**src/rtl/tamagotchi_stats_core.sv**
```systemverilog
// Multi-channel pet stat tracker: per-stat decay, feed buttons, NORMAL/TEST modes and
// hold-to-fire soft reset / test toggle. Optional low-level alarm under TAMA_STATS_ALARM_EN.
module tamagotchi_stats_core #(
  parameter int                   N_STATS     = 4,
  parameter int                   LVL_W       = 4,
  parameter int                   LVL_MAX     = 10,
  parameter int                   LVL_INIT    = 8,
  parameter int                   HAPPY_TH    = 5,
  parameter int                   TICK_DIV    = 50000000,
  parameter int                   HOLD_TICKS  = 5,
  parameter logic [8*N_STATS-1:0] DECAY_TICKS = {8'd50, 8'd70, 8'd100, 8'd120},
  parameter int                   ALARM_TH    = 2
) (
  input  logic                       clk,
  input  logic                       rst_n,
  input  logic [N_STATS-1:0]         btn_stat,
  input  logic                       btn_reset,
  input  logic                       btn_test,
  output logic [$clog2(N_STATS)-1:0] sel,
  output logic [LVL_W-1:0]           level_out,
  output logic [N_STATS*LVL_W-1:0]   levels_flat,
  output logic                       happy,
  output logic [6:0]                 seg,
  output logic                       test_mode,
  output logic                       alarm
);

  localparam int SEL_W  = $clog2(N_STATS);
  localparam int PRE_W  = (TICK_DIV > 1) ? $clog2(TICK_DIV) : 1;
  localparam int HOLD_W = $clog2(HOLD_TICKS + 1);
  localparam logic [LVL_W-1:0] LVL_MAX_V  = LVL_W'(LVL_MAX);
  localparam logic [LVL_W-1:0] LVL_INIT_V = LVL_W'(LVL_INIT);
  localparam logic             HAPPY_INIT = (LVL_INIT >= HAPPY_TH);

  typedef enum logic {MODE_NORMAL = 1'b0, MODE_TEST = 1'b1} mode_e;

  function automatic logic [6:0] seg_code(input logic [3:0] v);
    case (v)
      4'h0: seg_code = 7'b0111111;  4'h1: seg_code = 7'b0000110;
      4'h2: seg_code = 7'b1011011;  4'h3: seg_code = 7'b1001111;
      4'h4: seg_code = 7'b1100110;  4'h5: seg_code = 7'b1101101;
      4'h6: seg_code = 7'b1111101;  4'h7: seg_code = 7'b0000111;
      4'h8: seg_code = 7'b1111111;  4'h9: seg_code = 7'b1101111;
      4'hA: seg_code = 7'b1110111;  4'hB: seg_code = 7'b1111100;
      4'hC: seg_code = 7'b0111001;  4'hD: seg_code = 7'b1011110;
      4'hE: seg_code = 7'b1111001;  default: seg_code = 7'b1110001;
    endcase
  endfunction

  localparam logic [6:0] SEG_INIT = seg_code(4'(LVL_INIT));

  logic [PRE_W-1:0]  presc_q;
  logic              tick;
  logic [1:0]        hold_btn, hold_fire;
  logic [HOLD_W-1:0] hold_q [2];
  logic              srst_fire, test_fire;
  logic [N_STATS-1:0] btn_q, edges, feed, decay_hit;
  logic              win_valid;
  logic [SEL_W-1:0]  win_idx;

  mode_e             mode_q, mode_d;
  logic [SEL_W-1:0]  sel_q, sel_d, arm_idx_q, arm_idx_d;
  logic              arm_valid_q, arm_valid_d;
  logic [LVL_W-1:0]  levels_q [N_STATS];
  logic [LVL_W-1:0]  levels_d [N_STATS];
  logic [7:0]        decay_q  [N_STATS];
  logic [7:0]        decay_d  [N_STATS];

  assign tick      = (presc_q == PRE_W'(TICK_DIV - 1));
  assign hold_btn  = {btn_test, btn_reset};
  assign srst_fire = hold_fire[0];
  assign test_fire = hold_fire[1];
  assign edges     = btn_stat & ~btn_q;

  // Prescaler, button history and hold counters track the physical inputs, so a
  // soft reset leaves them alone; a still-held reset button therefore cannot re-fire.
  // NOTE: sequential state uses non-blocking assignments so every flop samples pre-edge values.
  always_ff @(posedge clk or negedge rst_n) begin
    if (!rst_n) begin
      presc_q <= '0;
      btn_q   <= '0;
      for (int k = 0; k < 2; k++) hold_q[k] <= '0;
    end else begin
      presc_q <= tick ? '0 : presc_q + 1'b1;
      btn_q   <= btn_stat;
      for (int k = 0; k < 2; k++) begin
        if (!hold_btn[k])                                  hold_q[k] <= '0;
        else if (tick && hold_q[k] != HOLD_W'(HOLD_TICKS)) hold_q[k] <= hold_q[k] + 1'b1;
      end
    end
  end

  // NOTE: every combinational output gets a default first so no path infers a latch.
  always_comb begin
    win_valid = 1'b0;
    win_idx   = '0;
    for (int i = N_STATS - 1; i >= 0; i--) begin
      if (edges[i]) begin
        win_valid = 1'b1;
        win_idx   = SEL_W'(i);
      end
    end
    for (int k = 0; k < 2; k++)
      hold_fire[k] = hold_btn[k] && tick && (hold_q[k] == HOLD_W'(HOLD_TICKS - 1));
    for (int i = 0; i < N_STATS; i++) begin
      feed[i]      = win_valid && (win_idx == SEL_W'(i));
      decay_hit[i] = tick && (DECAY_TICKS[8*i +: 8] != 8'd0) &&
                     (decay_q[i] == DECAY_TICKS[8*i +: 8] - 8'd1);
    end
  end

  always_comb begin
    mode_d      = mode_q;
    sel_d       = sel_q;
    arm_valid_d = arm_valid_q;
    arm_idx_d   = arm_idx_q;
    levels_d    = levels_q;
    decay_d     = decay_q;
    if (srst_fire) begin
      mode_d      = MODE_NORMAL;
      sel_d       = '0;
      arm_valid_d = 1'b0;
      arm_idx_d   = '0;
      for (int i = 0; i < N_STATS; i++) begin
        levels_d[i] = LVL_INIT_V;
        decay_d[i]  = '0;
      end
    end else begin
      if (mode_q == MODE_NORMAL) begin
        if (win_valid) sel_d = win_idx;
        for (int i = 0; i < N_STATS; i++) begin
          if (tick && DECAY_TICKS[8*i +: 8] != 8'd0)
            decay_d[i] = decay_hit[i] ? 8'd0 : decay_q[i] + 8'd1;
          // A feed and a decay on the same stat cancel out.
          if (feed[i] && !decay_hit[i] && levels_q[i] < LVL_MAX_V)
            levels_d[i] = levels_q[i] + 1'b1;
          else if (decay_hit[i] && !feed[i] && levels_q[i] != '0)
            levels_d[i] = levels_q[i] - 1'b1;
        end
      end else if (win_valid) begin
        if (arm_valid_q && arm_idx_q == win_idx) begin
          levels_d[win_idx] = (levels_q[win_idx] == LVL_W'(1)) ? LVL_MAX_V : LVL_W'(1);
        end else begin
          sel_d       = win_idx;
          arm_valid_d = 1'b1;
          arm_idx_d   = win_idx;
        end
      end
      if (test_fire) begin
        arm_valid_d = 1'b0;
        arm_idx_d   = '0;
        if (mode_q == MODE_TEST) begin
          mode_d = MODE_NORMAL;
          for (int i = 0; i < N_STATS; i++) decay_d[i] = '0;
        end else begin
          mode_d = MODE_TEST;
        end
      end
    end
  end

  // NOTE: the level/decay arrays are plain flops, not RAM, so they take the async reset too.
  always_ff @(posedge clk or negedge rst_n) begin
    if (!rst_n) begin
      mode_q      <= MODE_NORMAL;
      sel_q       <= '0;
      arm_valid_q <= 1'b0;
      arm_idx_q   <= '0;
      for (int i = 0; i < N_STATS; i++) begin
        levels_q[i] <= LVL_INIT_V;
        decay_q[i]  <= '0;
      end
    end else begin
      mode_q      <= mode_d;
      sel_q       <= sel_d;
      arm_valid_q <= arm_valid_d;
      arm_idx_q   <= arm_idx_d;
      levels_q    <= levels_d;
      decay_q     <= decay_d;
    end
  end

  always_ff @(posedge clk or negedge rst_n) begin
    if (!rst_n) begin
      level_out <= LVL_INIT_V;
      happy     <= HAPPY_INIT;
      seg       <= SEG_INIT;
    end else if (srst_fire) begin
      level_out <= LVL_INIT_V;
      happy     <= HAPPY_INIT;
      seg       <= SEG_INIT;
    end else begin
      level_out <= levels_q[sel_q];
      happy     <= int'(levels_q[sel_q]) >= HAPPY_TH;
      seg       <= seg_code(4'(levels_q[sel_q]));
    end
  end

  for (genvar g = 0; g < N_STATS; g++) begin : g_flat
    assign levels_flat[g*LVL_W +: LVL_W] = levels_q[g];
  end

  assign sel       = sel_q;
  assign test_mode = (mode_q == MODE_TEST);

`ifdef TAMA_STATS_ALARM_EN
  logic any_low, any_zero, alarm_q;

  always_comb begin
    any_low  = 1'b0;
    any_zero = 1'b0;
    for (int i = 0; i < N_STATS; i++) begin
      if (int'(levels_q[i]) <= ALARM_TH) any_low  = 1'b1;
      if (levels_q[i] == '0)             any_zero = 1'b1;
    end
  end

  always_ff @(posedge clk or negedge rst_n) begin
    if (!rst_n)                             alarm_q <= 1'b0;
    else if (srst_fire || mode_q == MODE_TEST) alarm_q <= 1'b0;
    else if (any_zero)                      alarm_q <= tick ? ~alarm_q : alarm_q;
    else                                    alarm_q <= any_low;
  end

  assign alarm = alarm_q;
`else
  // Threshold only matters when the alarm is built.
  logic unused_alarm_th;
  assign unused_alarm_th = (ALARM_TH != 0);
  assign alarm           = 1'b0;
`endif

endmodule

```
**config.mk**
```make
export PLATFORM = sky130hd
export DESIGN_NAME = tamagotchi_stats_core
export DESIGN_NICKNAME = d
export VERILOG_FILES = /design/src/rtl/tamagotchi_stats_core.sv
export SDC_FILE = /design/constraint.sdc
export NUM_CORES = 1
export LEC_CHECK = 0
export ABC_CLOCK_PERIOD_IN_PS = 2600
export CAP_MARGIN = 20
export CORE_MARGIN = 2
export CORE_UTILIZATION = 38
export DETAILED_ROUTE_END_ITERATION = 10
export PLACE_DENSITY = 0.55
export SLEW_MARGIN = 20
export SYNTH_ARGS = -nofsm -noshare
export SYNTH_HDL_FRONTEND = slang
export SYNTH_SLANG_ARGS = --single-unit
```
**constraint.sdc**
```tcl
create_clock -name clk -period 2.6 [get_ports clk]
set_input_delay 0.26 -clock clk [delete_from_list [all_inputs] [get_ports clk]]
set_output_delay 0.26 -clock clk [all_outputs]
set_load 0.02 [all_outputs]
```
## Yosys cells after proc, flatten, opt, wreduce, memory -nomap -nowiden

Memories as Yosys holds them, arrays and structs flattened.
Cells that the tools add are included.
Widths: inputs -> output; s select.

| operators by class | value |
|---|---|
| bitwise gates (word level) | 4 |
| multiplexer cells | 66 |
| $add $sub $neg | 15 |
| order comparisons | 8 |
| reduce and logical (&&, ||, !) cells | 59 |
| equality and inequality tests | 20 |

Operators by type and width:

| operator | count |
|---|---|
| $mux 32 | 4 |
| $mux 16 | 4 |
| $mux 8 | 8 |
| $mux 4 | 15 |
| $add 8x1->8 const B | 4 |
| $logic_and 1x1->1 | 32 |
| $reduce_bool 4->1 | 8 |
| $add 26x1->26 const B | 1 |
| $eq 26x26->1 const B | 1 |
| $mux 26 | 1 |
| $eq 8x7->1 const B | 3 |
| $mux 2 | 12 |
| $add 4x1->4 const B | 4 |
| $bmux 4 s2 | 2 |
| $bwmux 16 | 1 |
| $lt 4x4->1 const B | 4 |
| $sub 4x1->4 const B | 4 |
| $ne 3x3->1 const B | 5 |
| $reduce_and 3->1 | 5 |
| $mux 1 | 13 |
| $mux 3 | 4 |
| $demux 4 s2 | 1 |
| $eq 8x6->1 const B | 1 |
| $logic_not 1->1 | 8 |
| 19 further kinds | 27 |

| word-level totals | value |
|---|---|
| memories | 1 |
| ROM bits | 112 |
| bits in registers | 102 |
| output and inout port bits | 32 |
| input port bits | 8 |

Memories:

| memory | depth | bits a word | rd ports | clocked after Yosys merged registers in | write ports | RTL line | text |
|---|---|---|---|---|---|---|---|
| (no name shown) | 16 | 7 | 1 | 0 | 0 | 38 | `case (v)` |

## Logic depth before layout (Yosys ltp)

Gate-level depths: netlist of run 1.

| logic depth | value |
|---|---|
| depth after elaboration | 17 |
| mapped depth | 13 |
| mapped depth without buffers | 13 |

## Worst setup path before layout of run 1

OpenSTA, ideal clock, no wires.

| path | value |
|---|---|
| path type | reg2reg |
| start | register presc_q[0] |
| end | register levels_q (netlist bit levels_flat[3]) |
| arrival | 2,554 ps |
| library setup time | 82 ps |
| cell stages (with the launch flop) | 13 |
| slack | -37 ps |
| buffers on the path | 1 |
| cell sequence | dfrtp_1 > ha_1 > nand3_2 > nor4_4 > buf_6 > a31oi_2 > nand2_2 > ha_1 > a21o_1 > a21oi_1 > xor2_1 > o211ai_1 > mux2_4 |

| between the ends | value |
|---|---|
| longest elaborated chain between the ends | 8 |

Ends and longest elaborated chain:

| element | RTL line | text |
|---|---|---|
| start, declared | 52 | `logic [PRE_W-1:0] presc_q;` |
| start signal, assigned | 84 | `presc_q <= tick ? '0 : presc_q + 1'b1;` |
| $eq 26x26->1 * | 69 | `assign tick = (presc_q == PRE_W'(TICK_DIV - 1));` |
| $logic_and 1x1->1 | 107 | `decay_hit[i] = tick && (DECAY_TICKS[8*i +: 8] != 8'd0) &&` |
| $logic_not 1->1 | 135 | `if (feed[i] && !decay_hit[i] && levels_q[i] < LVL_MAX_V)` |
| $logic_and 1x1->1 (2 in a row) | 135 |  |
| $mux 4 | 135 |  |
| $mux 16 | 129 | `if (mode_q == MODE_NORMAL) begin` |
| $mux 16 | 119 | `if (srst_fire) begin` |
| end signal, assigned | 178 | `levels_q <= levels_d;` |
| end, declared | 64 | `logic [LVL_W-1:0] levels_q [N_STATS];` |

Every way passes the cells marked *; elsewhere a longest branch is shown, timed or not.
A chain may end at the register's enable or synchronous reset.

## Worst setup path after layout of run 1

| path | value |
|---|---|
| start | register decay_q[16] (netlist bit) |
| end | register levels_q (netlist bit levels_flat[5]) |

| between the ends | value |
|---|---|
| longest elaborated chain between the ends | 8 |

Ends and longest elaborated chain:

| element | RTL line | text |
|---|---|---|
| start, declared | 66 | `logic [7:0] decay_q [N_STATS];` |
| start signal, assigned | 179 | `decay_q <= decay_d;` |
| $eq 8x7->1 * | 108 | `(decay_q[i] == DECAY_TICKS[8*i +: 8] - 8'd1);` |
| $logic_and 1x1->1 * | 107 |  |
| $logic_not 1->1 | 135 |  |
| $logic_and 1x1->1 (2 in a row) | 135 |  |
| $mux 4 | 135 |  |
| $mux 16 | 129 |  |
| $mux 16 | 119 |  |

Marks and branches as above.

==> results of run 1 <==
## Yosys cell counts (5+ instances only)
| library cell | number |
|---|---|
| nor4_1 | 6 |
| o21ai_0 | 48 |
| and3_1 | 13 |
| nor3b_1 | 8 |
| a31oi_1 | 8 |
| nand2b_1 | 5 |
| buf_2 | 9 |
| a21oi_1 | 33 |
| nor2b_1 | 12 |
| nand4_1 | 12 |
| nand3_2 | 6 |
| mux2i_1 | 9 |
| nand3_1 | 29 |
| o41ai_1 | 10 |
| ha_1 | 28 |
| xnor2_1 | 14 |
| and2_1 | 7 |
| inv_1 | 24 |
| a21o_1 | 6 |
| clkbuf_1 | 10 |
| nand2_1 | 56 |
| dfrtp_1 | 89 |
| xor2_1 | 19 |
| and4_1 | 5 |
| o31ai_1 | 16 |
| nor3_1 | 17 |
| nor2_1 | 56 |
| dfstp_2 | 13 |
## flip-flops by register name (all words and copies together), names as in the netlist
| register | cells |
|---|---|
| arm_valid_q | 1 |
| test_mode | 1 |
| seg | 7 |
| hold_q | 6 |
| sel | 2 |
| happy | 1 |
| levels_flat | 16 |
| presc_q | 26 |
| arm_idx_q | 2 |
| level_out | 4 |
| decay_q | 32 |
| btn_q | 4 |
## report_power, final
part / internal, W / switching, W / leakage (nW)
logic: 0.000884 / 0.000965 / 1.94
registers: 0.00182 / 0.000185 / 1.28
clock network: 0.000687 / 0.000646 / 0.138
total: 0.00339 / 0.00180 / 3.35
## layer usage
layer  GRT usage, %  wire length [um]  vias to the layer above
li1               -                 -                     2573
met1           24.2              7320                     2685
met2           32.5              8040                       94
met3           2.65               525                       19
met4           6.46               264                        0
met5              0                 0                        -
## through the flow
step                setup TNS, ps  instance area, sq um  cells
floorplan                       0                  6240    647
global placement             -162                  7330    951
detailed placement           -233                  7330    951
CTS                             0                  7630    968
global route                -67.8                  7830    982
finish                          0                  7830    982
## worst max-delay path, cell delays in order, from the launching register on
cell and delay [ps]:
dfrtp_1 360, ha_2 180, or4b_4 470, nor3_4 230
nand3_2 120, nand3_2 80, buf_4 120, inv_2 50
fa_2 520, nor2_1 40, o21ai_1 130, o21ai_1 70
## worst paths after layout
kind	startpoint	end	depth (start not counted)
min in group asynchronous	rst_n	level_out[2]	2
worst min-delay path	btn_stat[1]	btn_q[1]	1
worst min register to register	decay_q[15]	decay_q[15]	1
worst max-delay path	decay_q[16]	levels_flat[5]	11
worst max register to register	decay_q[16]	levels_flat[5]	11
max in group asynchronous	rst_n	levels_flat[15]	3
## area by class of cell
cell class / instances / area (sq um) / area share (%)
multi-input combinational: 498 / 3560 / 45.5
sequential: 102 / 2570 / 32.8
timing repair buffer: 125 / 1050 / 13.5
tap: 216 / 270 / 3.45
clock buffer: 11 / 243 / 3.10
inverter: 25 / 93.8 / 1.20
clock inverter: 5 / 41.3 / 0.527
## logic make-up after synthesis
| kind of cell | count (synthesis) | share of synthesized area [%] |
|---|---|---|
| and+or+nand+nor | 258 | 22.6 |
| AOI/OAI and AO/OA | 155 | 17.1 |
| DFF | 102 | 41.2 |
| buffers and inverters | 47 | 3.25 |
| xor gates and xnor gates | 33 | 4.64 |
| adders and majority gates | 32 | 6.91 |
| muxes | 19 | 4.22 |
| other | 1 | 0.0602 |
## repair_timing
item,CTS,global route
endpoints found under the setup margin,0,16
hold buffers,1,0
buffers inserted,0,14
endpoints found under the hold margin,28,0
gates resized for setup,0,18
==> flow_summary_export.csv, run 1 <==
group,metric,value,unit
route,drt_wl_total,16200,um
critical_path,r2r_setup_slack,100,ps
final_layout,drive_above_1_share,21.9,%
final_layout,final_common_cell,"dfrtp_1",
logic_synthesis,yosysWarnings,0,
grt,grt_pass1_vias,5336,
logic_synthesis,yosys.area.top_type,"dfrtp_1",
sta,holdWs,405,ps
final_layout,fin_util,49.1,%
floorplanning,start_util,39.1,%
route,detail-route-antenna-nets,0,
logic_synthesis,synthDistinctLibCells,78,
route,drt_iter0_drc,251,
cts,cts_buffers,9,
sta,skew,10.3,ps
route,via_per_inst,5.47,
sta,maxSlewViolCount,0,
floorplanning,io_pins,40,
grt,grt_first_pass_wirelength,26500,um
final_layout,most-common-layout-cells,"dfrtp_1 (89), buf_4 (84), nand2_1 (56), nor2_1 (56), o21ai_0 (46)",
grt,grt_antenna_before_repair,0,
floorplanning,die_y,132,um
sta,fin_ws,102,ps
sta,fmax,0.400,GHz
critical_path,cp.required,2830,ps
critical_path,arrival,2730,ps
grt,grt_use_total,18.8,%
sta,fin_crit,2500,ps
logic_synthesis,async_flop_share,100,%
sta,finalSetupViolCount,0,
sta,fin_crit_sh,96.1,%
cts,clk_pin_slew,70,ps
outcome,status,"complete, no violations",
logic_synthesis,synth-edff-count,0,
route,wl_per_cell,16.4,um
logic_synthesis,ys_ff_latch,102,
route,drt-pass1-iter-count,5,
power_and_ir_drop,leakagePower,3.35,nW
cts,cts_tree,"done",
grt,grt_overflow,0,
sta,rsz0062_at_grt,"true",
floorplanning,die_w,132,um
route,drc_errors,0,
critical_path,start_kind,"register",
floorplanning,core,0.0159,sq mm
power_and_ir_drop,p_total,0.00519,W
cts,clk_latency,360,ps
placed_design,place_congestion,0.906,
flow_run,cap_violations,0,
sta,worst_pin_slew,619,ps
critical_path,cp-end-kind,"register",
logic_synthesis,synthCells,647,
final_layout,layout.nets,801,
cts,cts_root_buffer,"clkbuf_16",
power_and_ir_drop,power.density,663,mW/mm^2
cts,clkSinkCount,102,
floorplanning,die_area,0.0174,sq mm
min_path,hp-class,"in -> reg",
logic_synthesis,synth_fp_nets,687,
critical_path,critPathKind,"reg -> reg",
logic_synthesis,yosysTopAreaCellShare,35.7,%
sta,slew_headroom,58.6,%
placed_design,hpwl,11700,um
logic_synthesis,syn-cell-area,0.00623,sq mm
placed_design,io_buffers,38,
placed_design,post-place-ws,-101,ps
final_layout,diodes,0,
cts,htree_levels,3,
logic_synthesis,synth_area_leaders,"dfrtp_1 (36%), ha_1 (5.6%), dfstp_2 (5.5%)",
logic_synthesis,synth-main-ff-cell,"dfrtp_1",
route,num_vias,5371,
sta,hold_viol,0,
final_layout,fillerInstances,1498,
critical_path,cp_max_fo,3,
cts,clk_path_buf_depth,2,
logic_synthesis,synth_seq_area_share,41.2,%
final_layout,area_growth,25.6,%
logic_synthesis,avgSynthCellArea,9.63,sq um
grt,grt_start_max_net_pins,44,
power_and_ir_drop,ir_worst_vdd,0.336,mV
floorplanning,rows,46,
No activity file was read; power rests on OpenSTA's default activity.
==> inputs of run 2 (changes only) <==
- ABC_CLOCK_PERIOD_IN_PS: 2600 -> 2440
- PLACE_DENSITY: 0.55 -> 0.53
- clock period: 2.6 -> 2.44 ns (I/O delays scaled with it)
==> flow_summary_export.csv, run 2 (synthesized netlist as in run 1, its figures left out) <==
group,metric,value,unit
critical_path,critPathKind,"reg -> reg",
flow_run,cap_violations,0,
cts,cts_tree,"done",
placed_design,dp.cells,1000,
sta,fmax,0.405,GHz
sta,worst_pin_slew,772,ps
sta,skew,9.69,ps
power_and_ir_drop,leakagePower,3.61,nW
grt,grt_pass1_vias,5352,
floorplanning,rows,46,
sta,setup_tns,-70.0,ps
outcome,violations,"setup timing",
sta,holdWs,365,ps
sta,fin_ws,-27.1,ps
final_layout,final_common_cell,"buf_4",
sta,slew_headroom,48.3,%
final_layout,largest_reg_flops,32,
grt,grt_first_pass_wirelength,26600,um
sta,fin_crit,2470,ps
cts,clk_latency,360,ps
route,drc_errors,0,
critical_path,cp-end-kind,"register",
sta,rsz0062_at_grt,"true",
critical_path,rr_worst_depth,10,
sta,fin_crit_sh,101,%
critical_path,start_kind,"register",
power_and_ir_drop,p_switching,0.00194,W
route,drt_wl_total,16200,um
grt,grt_antenna_before_repair,0,
floorplanning,start_util,39.1,%
final_layout,layout.nets,847,
cts,htree_levels,3,
cts,cts_buffers,9,
floorplanning,io_pins,40,
power_and_ir_drop,power.density,681,mW/mm^2
final_layout,regMostFlops,"decay_q",
placed_design,hpwl,11900,um
critical_path,r2r_setup_slack,-30,ps
power_and_ir_drop,intPower,0.00374,W
cts,clkSinkCount,102,
critical_path,cp.required,2730,ps
final_layout,final_cells,1028,
critical_path,cp_max_fo,4,
grt,grt_start_max_net_pins,44,
floorplanning,die_y,132,um
floorplanning,die_w,132,um
min_path,hp-class,"in -> reg",
power_and_ir_drop,power_frac_comb,36.6,%
final_layout,most-common-layout-cells,"buf_4 (126), dfrtp_1 (89), nor2_1 (55), nand2_1 (51), o21ai_0 (39)",
final_layout,area_growth,33.7,%
power_and_ir_drop,p_clk_share,25.8,%
power_and_ir_drop,p_seq_share,37.6,%
power_and_ir_drop,netSwitchingFraction,34.1,%
route,wl_per_cell,15.7,um
cts,clk_path_buf_depth,2,
route,num_vias,5465,
final_layout,drive_above_1_share,28.3,%
grt,grt_use_total,18.9,%
cts,clk_pin_slew,70,ps
floorplanning,die_area,0.0174,sq mm
sta,finalSetupViolCount,4,
min_path,worstHoldPathCells,1,
sta,maxSlewViolCount,0,
critical_path,arrival,2750,ps
sta,hold_viol,0,
floorplanning,core,0.0159,sq mm
outcome,status,"complete, but fails checks",
route,drt-pass1-iter-count,4,
power_and_ir_drop,ir_worst_vdd,0.393,mV
route,detail-route-antenna-nets,0,
grt,grt_overflow,0,
placed_design,place_congestion,0.897,
cts,cts_root_buffer,"clkbuf_16",
route,drt_iter0_drc,280,
route,via_per_inst,5.32,
placed_design,io_buffers,38,
final_layout,diodes,0,
run 2: cell count changes in the layout (fill, tap and decap cells not counted), sizes merged:
cell / before / now
buf: 87 / 133
clkinv: 2 / 5
inv: 27 / 25
bufinv: 0 / 1
clkbuf: 11 / 10
clkinvlp: 1 / 0
run 2: repair_timing:
item | in CTS | in global routing
setup endpoints to repair | 13 | 38
buffers inserted | 6 | 5
resized for setup | 11 | 34
hold endpoints to repair | 27 | 0
pin swaps | 10 | 13
hold buffers | 1 | 0
run 2: critical path, cell delays in order (launching register included):
cell     delay [ps]
dfrtp_1         390
ha_4            170
nand3_4          70
nor4_4          260
buf_4           200
nand3_2         120
and3_4          190
fa_1            410
or2_2           280
a21o_1          180
mux2i_1         120
run 2: worst paths after layout:
kind                              from        endpoint
setup / recovery            presc_q[1]  levels_flat[9]
hold / removal             btn_stat[1]        btn_q[1]
setup reg to reg            presc_q[1]  levels_flat[9]
hold reg to reg             decay_q[7]      decay_q[7]
max in group asynchronous        rst_n     decay_q[14]
min in group asynchronous        rst_n    level_out[2]
run 2: layout make-up:
| type | count | area (sq um) |
|---|---|---|
| Timing Repair Buffer | 171 | 1420 |
| Multi-Input combinational cell | 498 | 3680 |
| Sequential cell | 102 | 2570 |
| Inverter | 25 | 93.8 |
| Tap cell | 216 | 270 |
| Clock inverter | 6 | 62.6 |
| Fill cell | 1472 | 7610 |
| Clock buffer | 10 | 229 |
run 2: metal layers:
layer	global-route usage, %	part of all wire [%]	vias up
li1	-	-	2681
met1	25.1	47	2675
met2	31.7	48	90
met3	2.31	3.3	19
met4	7.07	1.8	0
met5	0	0	-
run 2: power by group through the flow:
stage	Combinational, W	Clock [W]	Sequential, W
after global placement	0.00198	0	0.00216
after detailed placement	0.00200	0	0.00217
after CTS	0.00204	0.00151	0.00214
after global routing	0.00226	0.00156	0.00216
final	0.00208	0.00146	0.00214
after floorplan	0.000965	0	0.00237
run 2: per-stage QoR:
step	cell area, sq um	setup WS [ps]	utilization, %	total power, W
final	8330	-27.1	52.3	0.00568
after global routing	8330	-198	52.3	0.00598
after CTS	8160	-70.3	51.2	0.00569
after detailed placement	7750	-187	48.6	0.00417
after global placement	7750	-84.7	48.6	0.00414
after floorplan	6280	-39.6	-	0.00333
==> inputs of run 3 (changes only) <==
- CORE_ASPECT_RATIO: default -> 1.75
==> flow_summary_export.csv, run 3 (synthesized netlist as in run 1, its figures left out) <==
group,metric,value,unit
min_path,holdPathEnd,"btn_q[0]",
final_layout,stdcell_area,0.00826,sq mm
grt,grt_util_met1,20.8,%
cts,cts_buffers,9,
critical_path,critPathKind,"reg -> reg",
route,drt_wl_total,16900,um
sta,finalSetupViolCount,7,
cts,htree_levels,3,
final_layout,multiInputGateArea,0.00367,sq mm
sta,skew,10.9,ps
route,via_per_inst,5.53,
min_path,hp-class,"in -> reg",
route,drt-pass1-iter-count,4,
outcome,violations,"setup timing",
sta,fin_ws,-82.4,ps
floorplanning,core,0.0162,sq mm
grt,grt_use_total,20.1,%
final_layout,regArea,0.00257,sq mm
floorplanning,rows,62,
critical_path,reg2reg_from,"decay_q[13]",
cts,cts_root_buffer,"clkbuf_16",
placed_design,place_congestion,0.906,
critical_path,critical-path-slowest-cell,"fa_1",
min_path,worstHoldPathCells,1,
sta,fmax,0.396,GHz
final_layout,diodes,0,
final_layout,area_growth,32.5,%
sta,rsz0062_at_grt,"true",
critical_path,start_kind,"register",
grt,grt_start_max_net_pins,59,
final_layout,layout.nets,842,
placed_design,hpwl,13000,um
grt,use_met3,2.82,%
sta,maxSlewViolCount,0,
placed_design,place_area,0.00764,sq mm
power_and_ir_drop,power.density,682,mW/mm^2
critical_path,cp_cell_sequence,"or3b_4 -> nor4_4 -> buf_4 -> nand3_4 -> and3_4 -> fa_1 -> or2_4 -> a21o_1 -> mux2i_1",
final_layout,largest_reg_flops,32,
sta,hold_viol,0,
final_layout,fillerInstances,1491,
critical_path,crit_family,"simple AND/OR/NAND/NOR gates",
route,drc_errors,0,
final_layout,regMostFlops,"decay_q",
cts,clk_path_buf_depth,2,
cts,clkSinkCount,102,
power_and_ir_drop,p_total,0.00563,W
grt,grt_overflow,0,
grt,grt_antenna_before_repair,0,
route,detail-route-antenna-nets,0,
floorplanning,die_y,173,um
critical_path,cp.required,2710,ps
floorplanning,die_w,101,um
route,num_vias,5522,
sta,worst_pin_slew,611,ps
placed_design,io_buffers,38,
power_and_ir_drop,leakagePower,3.60,nW
sta,slew_headroom,59.3,%
grt,grt_first_pass_wirelength,27900,um
min_path,hp-start,"btn_stat[0]",
sta,fin_crit_sh,103,%
critical_path,cp_max_fo,3,
cts,clk_pin_slew,70,ps
outcome,status,"complete, but fails checks",
final_layout,final_common_cell,"buf_4",
critical_path,r2r_setup_slack,-80,ps
route,drt_iter0_drc,205,
route,wl_per_cell,16.9,um
floorplanning,die_area,0.0175,sq mm
critical_path,arrival,2790,ps
critical_path,rr_worst_depth,9,
critical_path,cp-end-kind,"register",
grt,grt_util_met2,38.3,%
cts,cts_tree,"done",
floorplanning,start_util,38.4,%
flow_run,cap_violations,0,
critical_path,r2r_end,"levels_flat[9]",
critical_path,path_buf_inv,1,
floorplanning,io_pins,40,
grt,grt_pass1_vias,5760,
critical_path,cpPeakStageDelay,440,ps
final_layout,most-common-layout-cells,"buf_4 (120), dfrtp_1 (89), nor2_1 (56), nand2_1 (53), o21ai_0 (38)",
power_and_ir_drop,ir_worst_vdd,0.406,mV
sta,fin_crit,2520,ps
final_layout,drive_above_1_share,28.3,%
cts,clk_latency,350,ps
grt,grt_busiest_layer,"met2",
-- run 3: cell types whose count changed in the layout (fill, tap and decap cells not counted), moves of 2 or more --
| cell | previous run | this run |
|---|---|---|
| nand3_4 | 2 | 4 |
| clkinv_4 | 2 | 4 |
| a21oi_2 | 3 | 6 |
| nor3_4 | 3 | 1 |
| fa_2 | 1 | 3 |
| nand3_2 | 6 | 4 |
| ha_4 | 6 | 4 |
| fa_1 | 3 | 1 |
| a21oi_1 | 29 | 27 |
| buf_4 | 126 | 120 |
| ha_1 | 21 | 23 |
| nand2_1 | 51 | 53 |
| clkinv_2 | 3 | 0 |
-- run 3: where the power goes --
part	internal, W	switching [W]	leakage, nW	total [W]
sequential	0.00194	0.000193	1.28	0.00213
clock	0.000737	0.000693	0.142	0.00143
combinational	0.000994	0.00108	2.17	0.00207
-- run 3: how the worst max path moves through the flow --
stage / depth (start not counted) / slack [ps] / start / endpoint
6_report: 9 / -80 / decay_q[13] / levels_flat[9]
5_1_grt: 11 / -190 / presc_q[1] / levels_flat[9]
4_1_cts: 9 / -70 / decay_q[13] / levels_flat[9]
3_5_place_dp: 10 / -180 / btn_stat[0] / levels_flat[5]
3_3_place_gp: 10 / -140 / btn_stat[0] / levels_flat[5]
2_1_floorplan: 12 / -40 / presc_q[0] / levels_flat[3]
-- run 3: per-stage QoR --
step                hold WS [ps]  util, %  instances  setup TNS [ps]  setup slack [ps]
global route                 388     50.9        999           -1450              -192
detailed placement           291     47.1        965            -941              -184
CTS                          377     49.5        986            -224             -67.5
finish                       383     50.9        999            -232             -82.4
global placement             283     47.1        965            -626              -138
floorplan                  -51.6        -        647           -39.6             -39.6
-- run 3: routing by layer --
metal | up-vias | share of wire, %
met5 | - | 0
met4 | 0 | 3.8
met3 | 39 | 2.5
met2 | 108 | 56
met1 | 2710 | 37
li1 | 2665 | -
-- run 3: worst reg2reg max path, delay by kind of cell (launching register included) --
family                   cells  cell delay, ps
multiplexers                 1             110
AO/OA/AOI/OAI                1             150
buffers and inverters        1             190
adder cells (fa/ha/maj)      1             440
AND/OR/NAND/NOR              5            1160
flip-flops                   1             390
-- run 3: timing repair --
item                       4_1_cts  5_1_grt
gates cloned                     0        0
setup endpoints to repair        9       38
hold endpoints to repair        32        0
pin swaps                       16       33
resized for setup               13       37
setup buffers                    4       14
hold buffers                     1        0
-- run 3: cell type report --
cell class | count | area share (%)
multi-input combinational | 498 | 44.4
sequential | 102 | 31.1
timing repair buffer | 166 | 16.8
tap | 192 | 2.91
clock buffer | 10 | 2.89
inverter | 25 | 1.17
clock inverter | 6 | 0.712
